===== src/rtl/guess_round_ctrl.sv =====
// Round controller for a four-digit ?A?B guessing game: digit entry, comparator handshake, result display.
// Optional GUESS_TIMEOUT_EN forces LOSE after ENTRY_TIMEOUT idle cycles in ENTRY.
module guess_round_ctrl #(
   parameter int unsigned MAX_TRIES     = 8,
   parameter int unsigned RESULT_HOLD   = 50000000,
   parameter int unsigned ENTRY_TIMEOUT = 500000000
) (
   input  logic       clock,
   input  logic       reset,
   input  logic       start,
   input  logic       check,
   input  logic       digit_valid,
   input  logic [3:0] digit_in,
   input  logic       cmp_done,
   input  logic [3:0] a_count,
   input  logic [3:0] b_count,
   output logic       cmp_req,
   output logic [3:0] guess0,
   output logic [3:0] guess1,
   output logic [3:0] guess2,
   output logic [3:0] guess3,
   output logic       show_result,
   output logic       in_error,
   output logic       win,
   output logic       lose,
   output logic [3:0] tries
);

   typedef enum logic [2:0] {IDLE, ENTRY, COMPARE, RESULT, WIN, LOSE} state_t;

   localparam int unsigned HOLD_W = $clog2(RESULT_HOLD + 1);

   state_t             state_q, state_d;
   logic               start_prev_q, check_prev_q;
   logic [2:0]         count_q, count_d;
   logic [3:0]         guess_q [4];
   logic [3:0]         guess_d [4];
   logic [3:0]         tries_q, tries_d, tries_inc;
   logic               in_error_q, in_error_d;
   logic [HOLD_W-1:0]  hold_cnt_q, hold_cnt_d;
   logic [7:0]         result_q, result_d;
   logic               start_ev, check_ev, dup;

   assign start_ev  = start & ~start_prev_q;
   assign check_ev  = check & ~check_prev_q;
   assign tries_inc = (tries_q == 4'hF) ? 4'hF : tries_q + 4'd1;

`ifdef GUESS_TIMEOUT_EN
   localparam int unsigned IDLE_W = $clog2(ENTRY_TIMEOUT + 1);
   logic [IDLE_W-1:0] idle_cnt_q, idle_cnt_d;
   logic              timeout_hit;

   assign timeout_hit = (idle_cnt_q == IDLE_W'(ENTRY_TIMEOUT - 1));

   // A restart from ENTRY stays in ENTRY, so the start event must clear the count too
   always_comb begin
      idle_cnt_d = idle_cnt_q + 1'b1;
      if (state_q != ENTRY || start_ev || check_ev) idle_cnt_d = '0;
   end

   always_ff @(posedge clock) begin
      if (reset) idle_cnt_q <= '0;
      else       idle_cnt_q <= idle_cnt_d;
   end
`else
   logic timeout_hit;
   logic unused_timeout_cfg;

   assign timeout_hit        = 1'b0;
   assign unused_timeout_cfg = (ENTRY_TIMEOUT == 0);
`endif

   // Comparator result kept for observation; the decision uses the live a_count
   logic unused_result;
   assign unused_result = ^result_q;

   always_comb begin
      dup = 1'b0;
      for (int unsigned i = 0; i < 3; i++) begin
         if ((count_q > 3'(i)) && (guess_q[i] == digit_in)) dup = 1'b1;
      end
   end

   always_comb begin
      state_d    = state_q;
      count_d    = count_q;
      guess_d    = guess_q;
      tries_d    = tries_q;
      in_error_d = 1'b0;
      hold_cnt_d = hold_cnt_q;
      result_d   = result_q;

      if (start_ev) begin
         state_d = ENTRY;
         count_d = '0;
         guess_d = '{default: '0};
         tries_d = '0;
      end else begin
         case (state_q)
            ENTRY: begin
               if (check_ev) begin
                  if (digit_valid && !dup) begin
                     guess_d[3] = guess_q[2];
                     guess_d[2] = guess_q[1];
                     guess_d[1] = guess_q[0];
                     guess_d[0] = digit_in;
                     count_d    = count_q + 3'd1;
                     if (count_q == 3'd3) state_d = COMPARE;
                  end else begin
                     in_error_d = 1'b1;
                  end
               end else if (timeout_hit) begin
                  state_d = LOSE;
               end
            end
            COMPARE: begin
               if (cmp_done) begin
                  result_d   = {a_count, b_count};
                  tries_d    = tries_inc;
                  hold_cnt_d = '0;
                  if (a_count == 4'd4)                  state_d = WIN;
                  else if (tries_inc == 4'(MAX_TRIES))  state_d = LOSE;
                  else                                  state_d = RESULT;
               end
            end
            RESULT: begin
               if (hold_cnt_q == HOLD_W'(RESULT_HOLD - 1)) begin
                  state_d = ENTRY;
                  count_d = '0;
               end else begin
                  hold_cnt_d = hold_cnt_q + 1'b1;
               end
            end
            default: ;
         endcase
      end
   end

   always_ff @(posedge clock) begin
      if (reset) begin
         state_q      <= IDLE;
         start_prev_q <= start;
         check_prev_q <= check;
         count_q      <= '0;
         guess_q      <= '{default: '0};
         tries_q      <= '0;
         in_error_q   <= 1'b0;
         hold_cnt_q   <= '0;
         result_q     <= '0;
      end else begin
         state_q      <= state_d;
         start_prev_q <= start;
         check_prev_q <= check;
         count_q      <= count_d;
         guess_q      <= guess_d;
         tries_q      <= tries_d;
         in_error_q   <= in_error_d;
         hold_cnt_q   <= hold_cnt_d;
         result_q     <= result_d;
      end
   end

   assign cmp_req     = (state_q == COMPARE);
   assign show_result = (state_q == RESULT) || (state_q == WIN) || (state_q == LOSE);
   assign win         = (state_q == WIN);
   assign lose        = (state_q == LOSE);
   assign in_error    = in_error_q;
   assign tries       = tries_q;
   assign guess0      = guess_q[0];
   assign guess1      = guess_q[1];
   assign guess2      = guess_q[2];
   assign guess3      = guess_q[3];

endmodule


===== config.mk =====
export PLATFORM = sky130hd
export DESIGN_NAME = guess_round_ctrl
export DESIGN_NICKNAME = d
export VERILOG_FILES = /design/src/rtl/guess_round_ctrl.sv
export SDC_FILE = /design/constraint.sdc
export NUM_CORES = 1
export LEC_CHECK = 0
export CAP_MARGIN = 40
export CORE_MARGIN = 5
export CORE_UTILIZATION = 35
export DETAILED_ROUTE_END_ITERATION = 12
export PLACE_DENSITY_LB_ADDON = 0.1
export SETUP_SLACK_MARGIN = 0.15
export SLEW_MARGIN = 0
export SYNTH_ARGS = -nofsm -noshare
export SYNTH_HDL_FRONTEND = slang
export SYNTH_SLANG_ARGS = --single-unit

===== constraint.sdc =====
create_clock -name clock -period 1.9 [get_ports clock]
set_input_delay 0.57 -clock clock [delete_from_list [all_inputs] [get_ports clock]]
set_output_delay 0.57 -clock clock [all_outputs]
set_load 0.02 [all_outputs]

==> results of run 1 <==
-- area by class of cell --
cell class                      count  area share
Multi-Input combinational cell    234      0.4398
Inverter                            7    0.006387
Timing Repair Buffer              107      0.2241
Tap cell                          102     0.03102
Clock inverter                      3    0.006083
Clock buffer                        5     0.01673
Sequential cell                    55      0.2759
-- repair_timing --
| action | 4_1_cts | 5_1_grt |
|---|---|---|
| resized for setup | 128 | 30 |
| setup buffers | 16 | 9 |
| pin swaps | 28 | 20 |
| endpoints found under the setup margin | 74 | 47 |
| cloned | 2 | 1 |
-- worst min path at each step --
stage	endpoint	slack, ns	start	cells after the start
CTS	guess3[0]$_SDFFE_PP0P_	0.47	guess3[0]$_SDFFE_PP0P_	2
global placement	guess3[2]$_SDFFE_PP0P_	0.45	guess3[2]$_SDFFE_PP0P_	2
global route	check_prev_q$_DFF_P_	0.48	check	1
finish	guess3[0]$_SDFFE_PP0P_	0.46	guess3[0]$_SDFFE_PP0P_	2
floorplan	hold_cnt_q[14]$_SDFFE_PP0P_	0.47	hold_cnt_q[14]$_SDFFE_PP0P_	2
detailed placement	guess3[0]$_SDFFE_PP0P_	0.45	guess3[0]$_SDFFE_PP0P_	2
-- cells by family (layout without fill, tap and decap cells) --
group | Yosys count | count (layout)
compound gates | 36 | 36
buf+inv | 17 | 122
fa+ha+maj | 6 | 6
simple gates | 144 | 144
flops | 55 | 55
mux | 20 | 20
xor+xnor | 28 | 28
-- flip-flops by register name (all words and copies together), names as in the netlist --
register,cells
guess3,4
check_prev_q,1
state_q,3
guess1,4
tries,4
hold_cnt_q,26
guess2,4
start_prev_q,1
count_q,3
in_error,1
guess0,4
-- per-layer routing --
| metal | global-route usage | wire, µm | share of wire | vias up |
|---|---|---|---|---|
| met5 | 0 | 0 | 0 | - |
| met4 | 0.03466 | 70 | 0.010 | 0 |
| met3 | 0.03000 | 229 | 0.033 | 11 |
| met2 | 0.2356 | 3273 | 0.47 | 36 |
| met1 | 0.1987 | 3447 | 0.49 | 1175 |
| li1 | - | - | - | 1279 |
-- critical path, stage by stage, from the launching register on --
cell and delay, ns:
dfxtp_4 0.37, ha_4 0.14, nand2_2 0.06, or4_4 0.49, nor4_4 0.24, buf_6 0.21
nor3_4 0.06, xnor2_1 0.16, nor2_1 0.06
-- power by group --
| group | total [W] | internal [W] | leakage, nW | switching [W] |
|---|---|---|---|---|
| clock | 0.000682 | 0.000265 | 0.0443 | 0.000417 |
| combinational | 0.000144 | 0.0000723 | 1.26 | 0.0000722 |
| sequential | 0.00115 | 0.00115 | 0.453 | 0.00000490 |
| total | 0.00198 | 0.00149 | 1.76 | 0.000494 |
-- metrics by stage --
| step | setup slack, ns | TNS [ns] |
|---|---|---|
| detailed placement | -0.5964 | -20.32 |
| floorplan | 0.01107 | 0 |
| global placement | -0.5547 | -19.45 |
| finish | 0.01267 | 0 |
| global route | -0.07676 | -0.5519 |
| CTS | 0.02307 | 0 |
-- cell usage in the layout (no fill, tap or decap), types with 6 or more instances in the layout --
master            n
xor2_1           13
o21ai_0           7
or3_1             7
nand3_1           8
xnor2_1          15
dfxtp_1          40
buf_6            13
nand4_1           7
buf_4            55
mux2i_1          18
nor2_1           30
nand2_2           6
a21oi_1           6
clkdlybuf4s50_1   6
dfxtp_4           6
nor3_2            6
dfxtp_2           9
nand2_1          32
dlygate4sd2_1    23
==> summary.txt, run 1 <==
Yosys
  – Synthesized flop and latch total: 55
  – Mux cell area share after synthesis: 0.07731
  – Simple-Gate Fraction of Synth Area: 0.2835
  – Post-synth cell types: 45
  – Synth Area in Compound Gates: 0.07915
  – Synthesized area per cell: 8.885 µm²
  – Post-synthesis cell area: ~2700 µm²
  – Adder-Cell Fraction of Synth Area: 0.02761
  – XOR/XNOR Fraction of Synth Area: 0.09020
  – Most instantiated cells after synthesis: dfxtp_1, nand2_1, nor2_1
  – Synth top area share: 0.4050
  – Largest family of logic cells by synthesized area: simple AND/OR/NAND/NOR gates
  – Register area share after synthesis: 0.4050
  – Post-synth top flop: dfxtp_1
  – Yosys warns: 0
  – Post-Synthesis Cells: 306
  – Cell taking the most area after synthesis: dfxtp_1
  – Most common cell in the synthesized netlist: dfxtp_1
  – Number of synthesized flops with an enable pin: 0
  – Ranking of synthesized cells by area: dfxtp_1, mux2i_1, nand2_1, xnor2_1, nor2_1
  – Post-Syn Nets: 330
  – Async S/R FF share, synth: 0

Placed design
  – Area after DPL: 3540 µm²
  – Port Buf Inserts: 38
  – Placed Instances: 477
  – Final Wtd Congestion: roughly 0.79
  – Final HPWL DP: 4624 µm

Final layout
  – Finished Cell Area: 4114 µm²
  – Final core utilization: 0.5380
  – Multi-input logic area: 1809 µm²
  – Final Net Count: 434
  – Fin cells: 513
  – Share of cells above drive strength 1: 0.4015
  – Flip-flop and latch area: approximately 1100 µm²
  – # diodes: 0
  – Fillers: 728
  – Synthesis-to-layout area growth: 51.31%

Die
  – Top Ports: 43
  – Horiz. Die Dim: slightly below 100 µm
  – Core Region: ~7600 µm²
  – Initial core utilization: 0.3555
  – Die Span Y: just under 100 µm
  – # rows: 32
  – Die area: 9630 µm²

Flow run
  – Max_cap viols: 0

Pwr
  – Power Dens Cells: roughly 480 nW/µm²
  – Total power: between 0.0015 and 0.002 W
  – Static leakage: 1.762 nW
  – Peak supply drop: between 200 and 300 µV

STA
  – RSZ-0062 raised after global routing: yes
  – Final hold violations: 0
  – Final setup violation count: 0
  – Max-slew violation count: 0
  – Final Critical Period: 1.887 ns
  – Relative slew slack: 0.7901
  – Peak Freq: 0.5298 GHz
  – Slew @ Worst Pin: 0.3125 ns
  – Max Clock Skew: 0.009583 ns
  – Period utilization: 0.9933
  – WHS: approximately 0.46 ns

GRT
  – First-pass GRT wire length: 11,650 µm
  – Vias in the first global route: 2,461
  – All-Layer GR Usage: 0.1452
  – Largest net degree at the start of global routing: 25
  – Initial antenna violation count: 0
  – Total grt overflow: 0

Clock network
  – CTS Hold Bufs: 0
  – Max Buffers Root-to-Sink: 2
  – H-tree depth: 2
  – Root Driver: clkbuf_8
  – Clk slew on worst S/H paths: 0.11 ns
  – Insertion delay to the later sink of the worst-skew pair: 0.31 ns
  – Num Clock Sinks: 55
  – CTS tree: built
  – CTS buffer count: 5

Outcome
  – Status: complete, no violations

Drt
  – Detailed-router iteration count before antenna repair: 4
  – Drt wl/cell: 13.69 µm
  – Detail Route Antenna Nets: 0
  – DR iter-0 viols: 67
  – Vias per cell: a little under 5
  – Final WL: 7021 µm
  – Remaining DRCs: 0
  – Via count: 2,501

Setup path
  – Crit Path Category: reg2reg
  – Worst setup EP type: flip-flop
  – Critical path peak fanout: 8
  – FF-to-FF path depth: 8
  – Critical Path RT: 2.12 ns
  – Worst Setup EP: hold_cnt_q[11]$_SDFFE_PP0P_
  – Start of the worst register-to-register path: hold_cnt_q[0]$_SDFFE_PP0P_
  – R2R setup slack: 0.01 ns
  – Critical path launch point type: flip-flop
  – Origin of the worst setup path: hold_cnt_q[0]$_SDFFE_PP0P_
  – RR Endpoint: hold_cnt_q[11]$_SDFFE_PP0P_
  – WP data arrival: 2.10 ns

Min path
  – Worst Hold Class: reg2reg
No activity file was read; power rests on OpenSTA's default activity.
==> inputs of run 2 (changes only) <==
- CORE_MARGIN: 5 -> 1
==> run 2 against run 1 <==
Effect of this change: the run now ends with setup timing left; via count shrank 4.6%; highest routed layer unchanged; non-clock buffer count shrank 19; sequential power is essentially flat; combinational power shrank 3%; largest cell class unchanged; critical endpoint is now hold_cnt_q[1]$_SDFFE_PP0P_; count of clock-buffer cells in the layout grew 1; power grew 1.2%; maximum frequency shrank 1.9%; critical path depth shrank 3; sequential cell count is the same; die area shrank 16%; first-iteration DRC count grew 22%.
==> summary.txt, run 2 (synthesized netlist as in run 1, its figures left out) <==
Pwr
  – Power Dens Cells: 519.9 nW/µm² (+8.0%)
  – Static leakage: 1.649 nW (-6.4%)
  – Peak supply drop: 331.5 µV (+12%)

Drt
  – Detail Route Antenna Nets: 0 (unchanged)
  – DR iter-0 viols: 82 (+22%)
  – Final WL: 6261 µm (-11%)
  – Remaining DRCs: 0 (unchanged)
  – Drt wl/cell: 12.75 µm (-6.8%)
  – Via count: 2,387 (-4.6%)
  – Vias per cell: 4.862 (-0.28%)
  – Detailed-router iteration count before antenna repair: 4 (unchanged)

Clock network
  – CTS buffer count: 5 (unchanged)
  – Insertion delay to the later sink of the worst-skew pair: 0.31 ns (about the same)
  – Max Buffers Root-to-Sink: 2 (unchanged)
  – CTS tree: built
  – Clk slew on worst S/H paths: 0.10 ns (about the same)
  – CTS Hold Bufs: 0 (unchanged)
  – Root Driver: clkbuf_8
  – Num Clock Sinks: 55 (unchanged)
  – H-tree depth: 2 (unchanged)

STA
  – Peak Freq: 0.5198 GHz (-1.9%)
  – RSZ-0062 raised after global routing: yes
  – Final Critical Period: 1.924 ns (+0.03631 ns)
  – Final setup TNS: -0.02364 ns (-0.02364 ns)
  – Worst setup margin: -0.02364 ns (-0.03631 ns)
  – Max-slew violation count: 0 (unchanged)
  – Final setup violation count: 1 (+1)
  – Relative slew slack: 0.7698 (-0.02032)
  – Max Clock Skew: 0.01079 ns (+0.001204 ns)
  – Final hold violations: 0 (unchanged)
  – Slew @ Worst Pin: 0.3405 ns (+0.02803 ns)
  – Period utilization: 1.012 (+0.01911)
  – WHS: 0.3982 ns (-0.06267 ns)

Min path
  – Hold Path Stages: 1 (-1)
  – Min-Delay Startpoint: start
  – Worst Hold Class: in2reg
  – Worst Hold Path EP: start_prev_q$_DFF_P_

Setup path
  – Critical path launch point type: flip-flop
  – Critical path peak fanout: 3 (-5)
  – WP data arrival: 2.14 ns (+0.04 ns)
  – Start of the worst register-to-register path: hold_cnt_q[11]$_SDFFE_PP0P_
  – R2R setup slack: -0.02 ns (-0.04 ns)
  – Worst setup EP type: flip-flop
  – Crit Path Category: reg2reg
  – FF-to-FF path depth: 5 (-3)
  – RR Endpoint: hold_cnt_q[1]$_SDFFE_PP0P_
  – Critical Path RT: 2.11 ns (about the same)

Outcome
  – Failing checks: setup timing
  – Status: finished with violations

Final layout
  – Most common cell after layout, fill and taps aside: buf_4
  – Max FFs per register: 26 (unchanged)
  – Fin cells: 491 (-4.3%)
  – Final Net Count: 415 (-4.4%)
  – Share of cells above drive strength 1: 0.3393 (-0.06217)
  – # diodes: 0 (unchanged)
  – Synthesis-to-layout area growth: 41.79%
  – Commonest non-fill, non-tap cells in the layout: buf_4, dfxtp_1, nand2_1
  – Most flop-heavy register: hold_cnt_q

Placed design
  – Final HPWL DP: 4445 µm (-3.9%)
  – Placed Instances: 474 (-0.63%)
  – Final Wtd Congestion: 0.7749 (-2.2%)
  – Port Buf Inserts: 38 (unchanged)

Die
  – Initial core utilization: 0.3689 (+0.01340)
  – Top Ports: 43 (unchanged)
  – # rows: 31 (-3.1%)
  – Horiz. Die Dim: 90.14 µm (-8.2%)
  – Die area: 8124 µm² (-16%)
  – Core Region: 7370 µm² (-3.6%)
  – Die Span Y: 90.14 µm (-8.2%)

GRT
  – Vias in the first global route: 2,324 (-5.6%)
  – Initial antenna violation count: 0 (unchanged)
  – Largest net degree at the start of global routing: 25 (unchanged)
  – Total grt overflow: 0 (unchanged)
  – First-pass GRT wire length: 10,810 µm (-7.3%)
  – All-Layer GR Usage: 0.1626 (+0.01736)

Flow run
  – Max_cap viols: 0 (unchanged)
-- run 2: changes by cell type in the layout (fill, tap and decap cells not counted), sizes merged --
cell,before,now
inv,7,8
clkdlybuf4s15,2,4
clkinv,2,1
clkinvlp,1,0
clkbuf,6,7
buf,75,54
-- run 2: critical path, cell delays in order, from the launching register on --
cell and delay (ns):
dfxtp_2 0.34, nor4b_2 0.25, nand3_1 0.16, or3_1 0.38
or4_4 0.46, a32o_1 0.23
-- run 2: per-layer routing --
layer  GRT usage  vias up  wire, µm
li1            -     1246         -
met1      0.2199     1106      3207
met2      0.2595       28      2825
met3     0.02792        7       148
met4     0.05780        0        80
met5           0        -         0
-- run 2: worst max path at each step --
stage | startpoint | to | slack (ns) | cells after the start
2_1_floorplan | hold_cnt_q[0]$_SDFFE_PP0P_ | count_q[0]$_SDFFE_PP0P_ | 0.01 | 7
3_3_place_gp | digit_in[1] | count_q[2]$_SDFFE_PP0P_ | -0.56 | 8
3_5_place_dp | digit_in[2] | count_q[2]$_SDFFE_PP0P_ | -0.60 | 7
4_1_cts | hold_cnt_q[11]$_SDFFE_PP0P_ | hold_cnt_q[1]$_SDFFE_PP0P_ | -0.01 | 5
5_1_grt | hold_cnt_q[11]$_SDFFE_PP0P_ | hold_cnt_q[1]$_SDFFE_PP0P_ | -0.08 | 5
6_report | hold_cnt_q[11]$_SDFFE_PP0P_ | hold_cnt_q[1]$_SDFFE_PP0P_ | -0.02 | 5
-- run 2: power breakdown --
group | switching [W] | internal, W
combinational | 0.0000683 | 0.0000709
clock | 0.000412 | 0.000300
sequential | 0.00000474 | 0.00115
-- run 2: through the flow --
stage,cell area (µm²),power [W],utilization,worst slack [ns]
2_1_floorplan,2778,0.001250,-,0.01107
3_3_place_gp,3523,0.001321,0.4781,-0.5586
3_5_place_dp,3523,0.001320,0.4781,-0.5962
4_1_cts,3769,0.002036,0.5114,-0.01118
5_1_grt,3855,0.002096,0.5231,-0.08142
6_report,3855,0.002004,0.5231,-0.02364
-- run 2: cell type report --
cell class | instances | area (µm²)
repair buffers | 88 | 743.2
clock buffers | 6 | 82.58
well taps | 99 | 123.9
inverters | 7 | 26.28
flip-flops and latches | 55 | 1136
clock inverters | 2 | 15.01
fillers | 731 | 3515
multi-input cells | 234 | 1728
-- run 2: repair_timing --
item,4_1_cts,5_1_grt
pin swaps,11,10
setup endpoints to repair,74,47
resized for setup,89,40
cloned,2,0
setup buffers,6,1
==> inputs of run 3 (changes only) <==
- CORE_UTILIZATION: 35 -> 48
- GPL_TIMING_DRIVEN: not set -> 0
- PLACE_DENSITY: not set -> 0.75
- PLACE_DENSITY_LB_ADDON: 0.1 -> not set
==> run 3 against run 2 <==
Effect of this change: the flow still finishes with violations (setup timing); design area is 0.75% lower; via count is 4.7% higher; non-clock buffer count is 9 lower; sequential power hardly changed; routed wire length is 11% higher; register-to-register slack worse by 0.15 ns; critical path type unchanged; largest cell class unchanged.
==> summary.txt, run 3 (synthesized netlist as in run 1, its figures left out) <==
Outcome
  – Status: finished with violations
  – Failing checks: setup timing

Final layout
  – Most flop-heavy register: hold_cnt_q
  – Fin cells: 455 (-7.3%)
  – Most common cell after layout, fill and taps aside: dfxtp_1
  – # diodes: 0 (unchanged)
  – Commonest non-fill, non-tap cells in the layout: dfxtp_1, nand2_1, nor2_1
  – Flip-flop and latch area: 1144 µm² (+0.66%)
  – Multi-input logic area: 1753 µm² (+1.4%)
  – Max FFs per register: 26 (unchanged)
  – Share of cells above drive strength 1: 0.3446 (+0.005362)
  – Synthesis-to-layout area growth: 40.73%
  – Fillers: 405 (-45%)
  – Final Net Count: 406 (-2.2%)

Drt
  – Via count: 2,500 (+4.7%)
  – Detail Route Antenna Nets: 0 (unchanged)
  – Vias per cell: 5.495 (+13%)
  – DR iter-0 viols: 95 (+16%)
  – Drt wl/cell: 15.22 µm (+19%)
  – Remaining DRCs: 0 (unchanged)
  – Final WL: 6923 µm (+11%)
  – Detailed-router iteration count before antenna repair: 5 (+1)

Clock network
  – Num Clock Sinks: 55 (unchanged)
  – Max Buffers Root-to-Sink: 2 (unchanged)
  – Root Driver: clkbuf_8
  – CTS buffer count: 5 (unchanged)
  – CTS Hold Bufs: 0 (unchanged)
  – CTS tree: built
  – Insertion delay to the later sink of the worst-skew pair: 0.31 ns (about the same)
  – H-tree depth: 2 (unchanged)
  – Clk slew on worst S/H paths: 0.09 ns (about the same)

Placed design
  – Final HPWL DP: 4121 µm (-7.3%)
  – Placed Instances: 416 (-12%)
  – Post-place setup slack: -0.7864 ns (-0.1902 ns)
  – Port Buf Inserts: 38 (unchanged)
  – Final Wtd Congestion: 0.7509 (-3.1%)

Flow run
  – Max_cap viols: 0 (unchanged)

Setup path
  – Critical path peak fanout: 5 (+2)
  – Start of the worst register-to-register path: hold_cnt_q[3]$_SDFFE_PP0P_
  – Crit Path Category: reg2reg
  – Critical path launch point type: flip-flop
  – RR Endpoint: hold_cnt_q[11]$_SDFFE_PP0P_
  – Worst setup EP type: flip-flop
  – WP data arrival: 2.27 ns (+0.13 ns)
  – R2R setup slack: -0.17 ns (-0.15 ns)
  – FF-to-FF path depth: 7 (+2)
  – Critical Path RT: 2.10 ns (about the same)

Pwr
  – Comb pwr share: 0.070 (about the same)
  – Register share of total power: 0.575 (about the same)
  – Static leakage: 1.627 nW (-1.4%)
  – Clock power frac: 0.355 (about the same)
  – Internal: 0.001546 W (+1.7%)
  – Switching share of total power: 0.2261 (-0.01566)
  – Psw: 0.0004519 W (-6.8%)
  – Peak supply drop: 327.4 µV (-1.2%)
  – Power Dens Cells: 522.2 nW/µm² (+0.44%)

STA
  – Relative slew slack: 0.7487 (-0.02114)
  – Final hold violations: 0 (unchanged)
  – Worst setup margin: -0.1698 ns (-0.1461 ns)
  – Slew @ Worst Pin: 0.3742 ns (+0.03369 ns)
  – Max Clock Skew: 0.004708 ns (-0.006079 ns)
  – RSZ-0062 raised after global routing: yes
  – Period utilization: 1.089 (+0.07690)
  – Peak Freq: 0.4831 GHz (-7.1%)
  – Max-slew violation count: 0 (unchanged)
  – WHS: 0.3875 ns (-0.01070 ns)
  – Final Critical Period: 2.070 ns (+0.1461 ns)
  – Final setup violation count: 18 (+17)

Die
  – Core Region: 5473 µm² (-26%)
  – # rows: 27 (-13%)
  – Top Ports: 43 (unchanged)
  – Die Span Y: 77.26 µm (-14%)
  – Die area: 5969 µm² (-27%)
  – Horiz. Die Dim: 77.26 µm (-14%)
  – Initial core utilization: 0.4968 (+0.1279)

GRT
  – All-Layer GR Usage: 0.2151 (+0.05249)
  – Vias in the first global route: 2,231 (-4.0%)
  – First-pass GRT wire length: 10,350 µm (-4.2%)
  – Largest net degree at the start of global routing: 16 (-36%)
  – Total grt overflow: 0 (unchanged)
  – Initial antenna violation count: 0 (unchanged)

Min path
  – Min-Delay Startpoint: check
  – Worst Hold Class: in2reg
  – Hold Path Stages: 1 (unchanged)
  – Worst Hold Path EP: check_prev_q$_DFF_P_
## run 3: changes by cell type in the layout (fill, tap and decap cells not counted), sizes merged
cell           delta
clkinv            -1
inv               -1
clkbuf            +9
dlygate4sd2       -1
buf              -12
dlymetal6s2s      +1
clkdlybuf4s15     -4
## run 3: power groups by stage
stage          clock, W  sequential (W)  combinational (W)
4_1_cts        0.000722         0.00115           0.000129
6_report       0.000709         0.00115           0.000140
3_3_place_gp          0         0.00118           0.000117
5_1_grt        0.000774         0.00115           0.000150
2_1_floorplan         0         0.00119          0.0000642
3_5_place_dp          0         0.00118           0.000118
## run 3: layout make-up
| class | instances | share of cell area |
|---|---|---|
| flip-flops and latches | 55 | 0.2989 |
| multi-input cells | 234 | 0.4581 |
| clock buffers | 8 | 0.02616 |
| inverters | 7 | 0.007521 |
| well taps | 72 | 0.02354 |
| repair buffers | 69 | 0.1615 |
| plain buffers | 10 | 0.02420 |
## run 3: routing by layer
layer,up-vias,global-route usage,share of wire
met5,-,0,0
met4,0,0.06038,0.019
met3,11,0.04167,0.038
met2,53,0.3389,0.48
met1,1205,0.2968,0.46
li1,1231,-,-
## run 3: worst max path at each step
stage	end	slack [ns]	start
final	hold_cnt_q[11]$_SDFFE_PP0P_	-0.17	hold_cnt_q[3]$_SDFFE_PP0P_
after global routing	hold_cnt_q[7]$_SDFFE_PP0P_	-0.24	hold_cnt_q[3]$_SDFFE_PP0P_
after CTS	count_q[2]$_SDFFE_PP0P_	-0.12	hold_cnt_q[0]$_SDFFE_PP0P_
after detailed placement	count_q[0]$_SDFFE_PP0P_	-0.79	digit_in[2]
after global placement	count_q[0]$_SDFFE_PP0P_	-0.75	digit_in[2]
after floorplan	count_q[0]$_SDFFE_PP0P_	0.01	hold_cnt_q[0]$_SDFFE_PP0P_
## run 3: metrics by stage
stage	power (W)	setup TNS, ns	cell area [µm²]	util
after floorplan	0.001250	0	2778	-
after global placement	0.001302	-28.14	3248	0.5935
after detailed placement	0.001303	-29.10	3248	0.5935
after CTS	0.002005	-1.662	3591	0.6562
after global routing	0.002075	-3.901	3826	0.6991
final	0.001998	-1.760	3826	0.6991
## run 3: timing repair
action / CTS / global route
cloned: 2 / 0
pin swaps: 10 / 24
endpoints found under the hold margin: 0 / 0
resized for setup: 89 / 63
setup buffers: 17 / 12
setup endpoints to repair: 76 / 53
## run 3: critical path, stage by stage, from the launching register on
cell     delay [ns]
dfxtp_2        0.40
nand3_4        0.13
or4_4          0.55
nor4_4         0.37
buf_6          0.19
nor3_1         0.07
xnor2_1        0.19
nor2_1         0.07
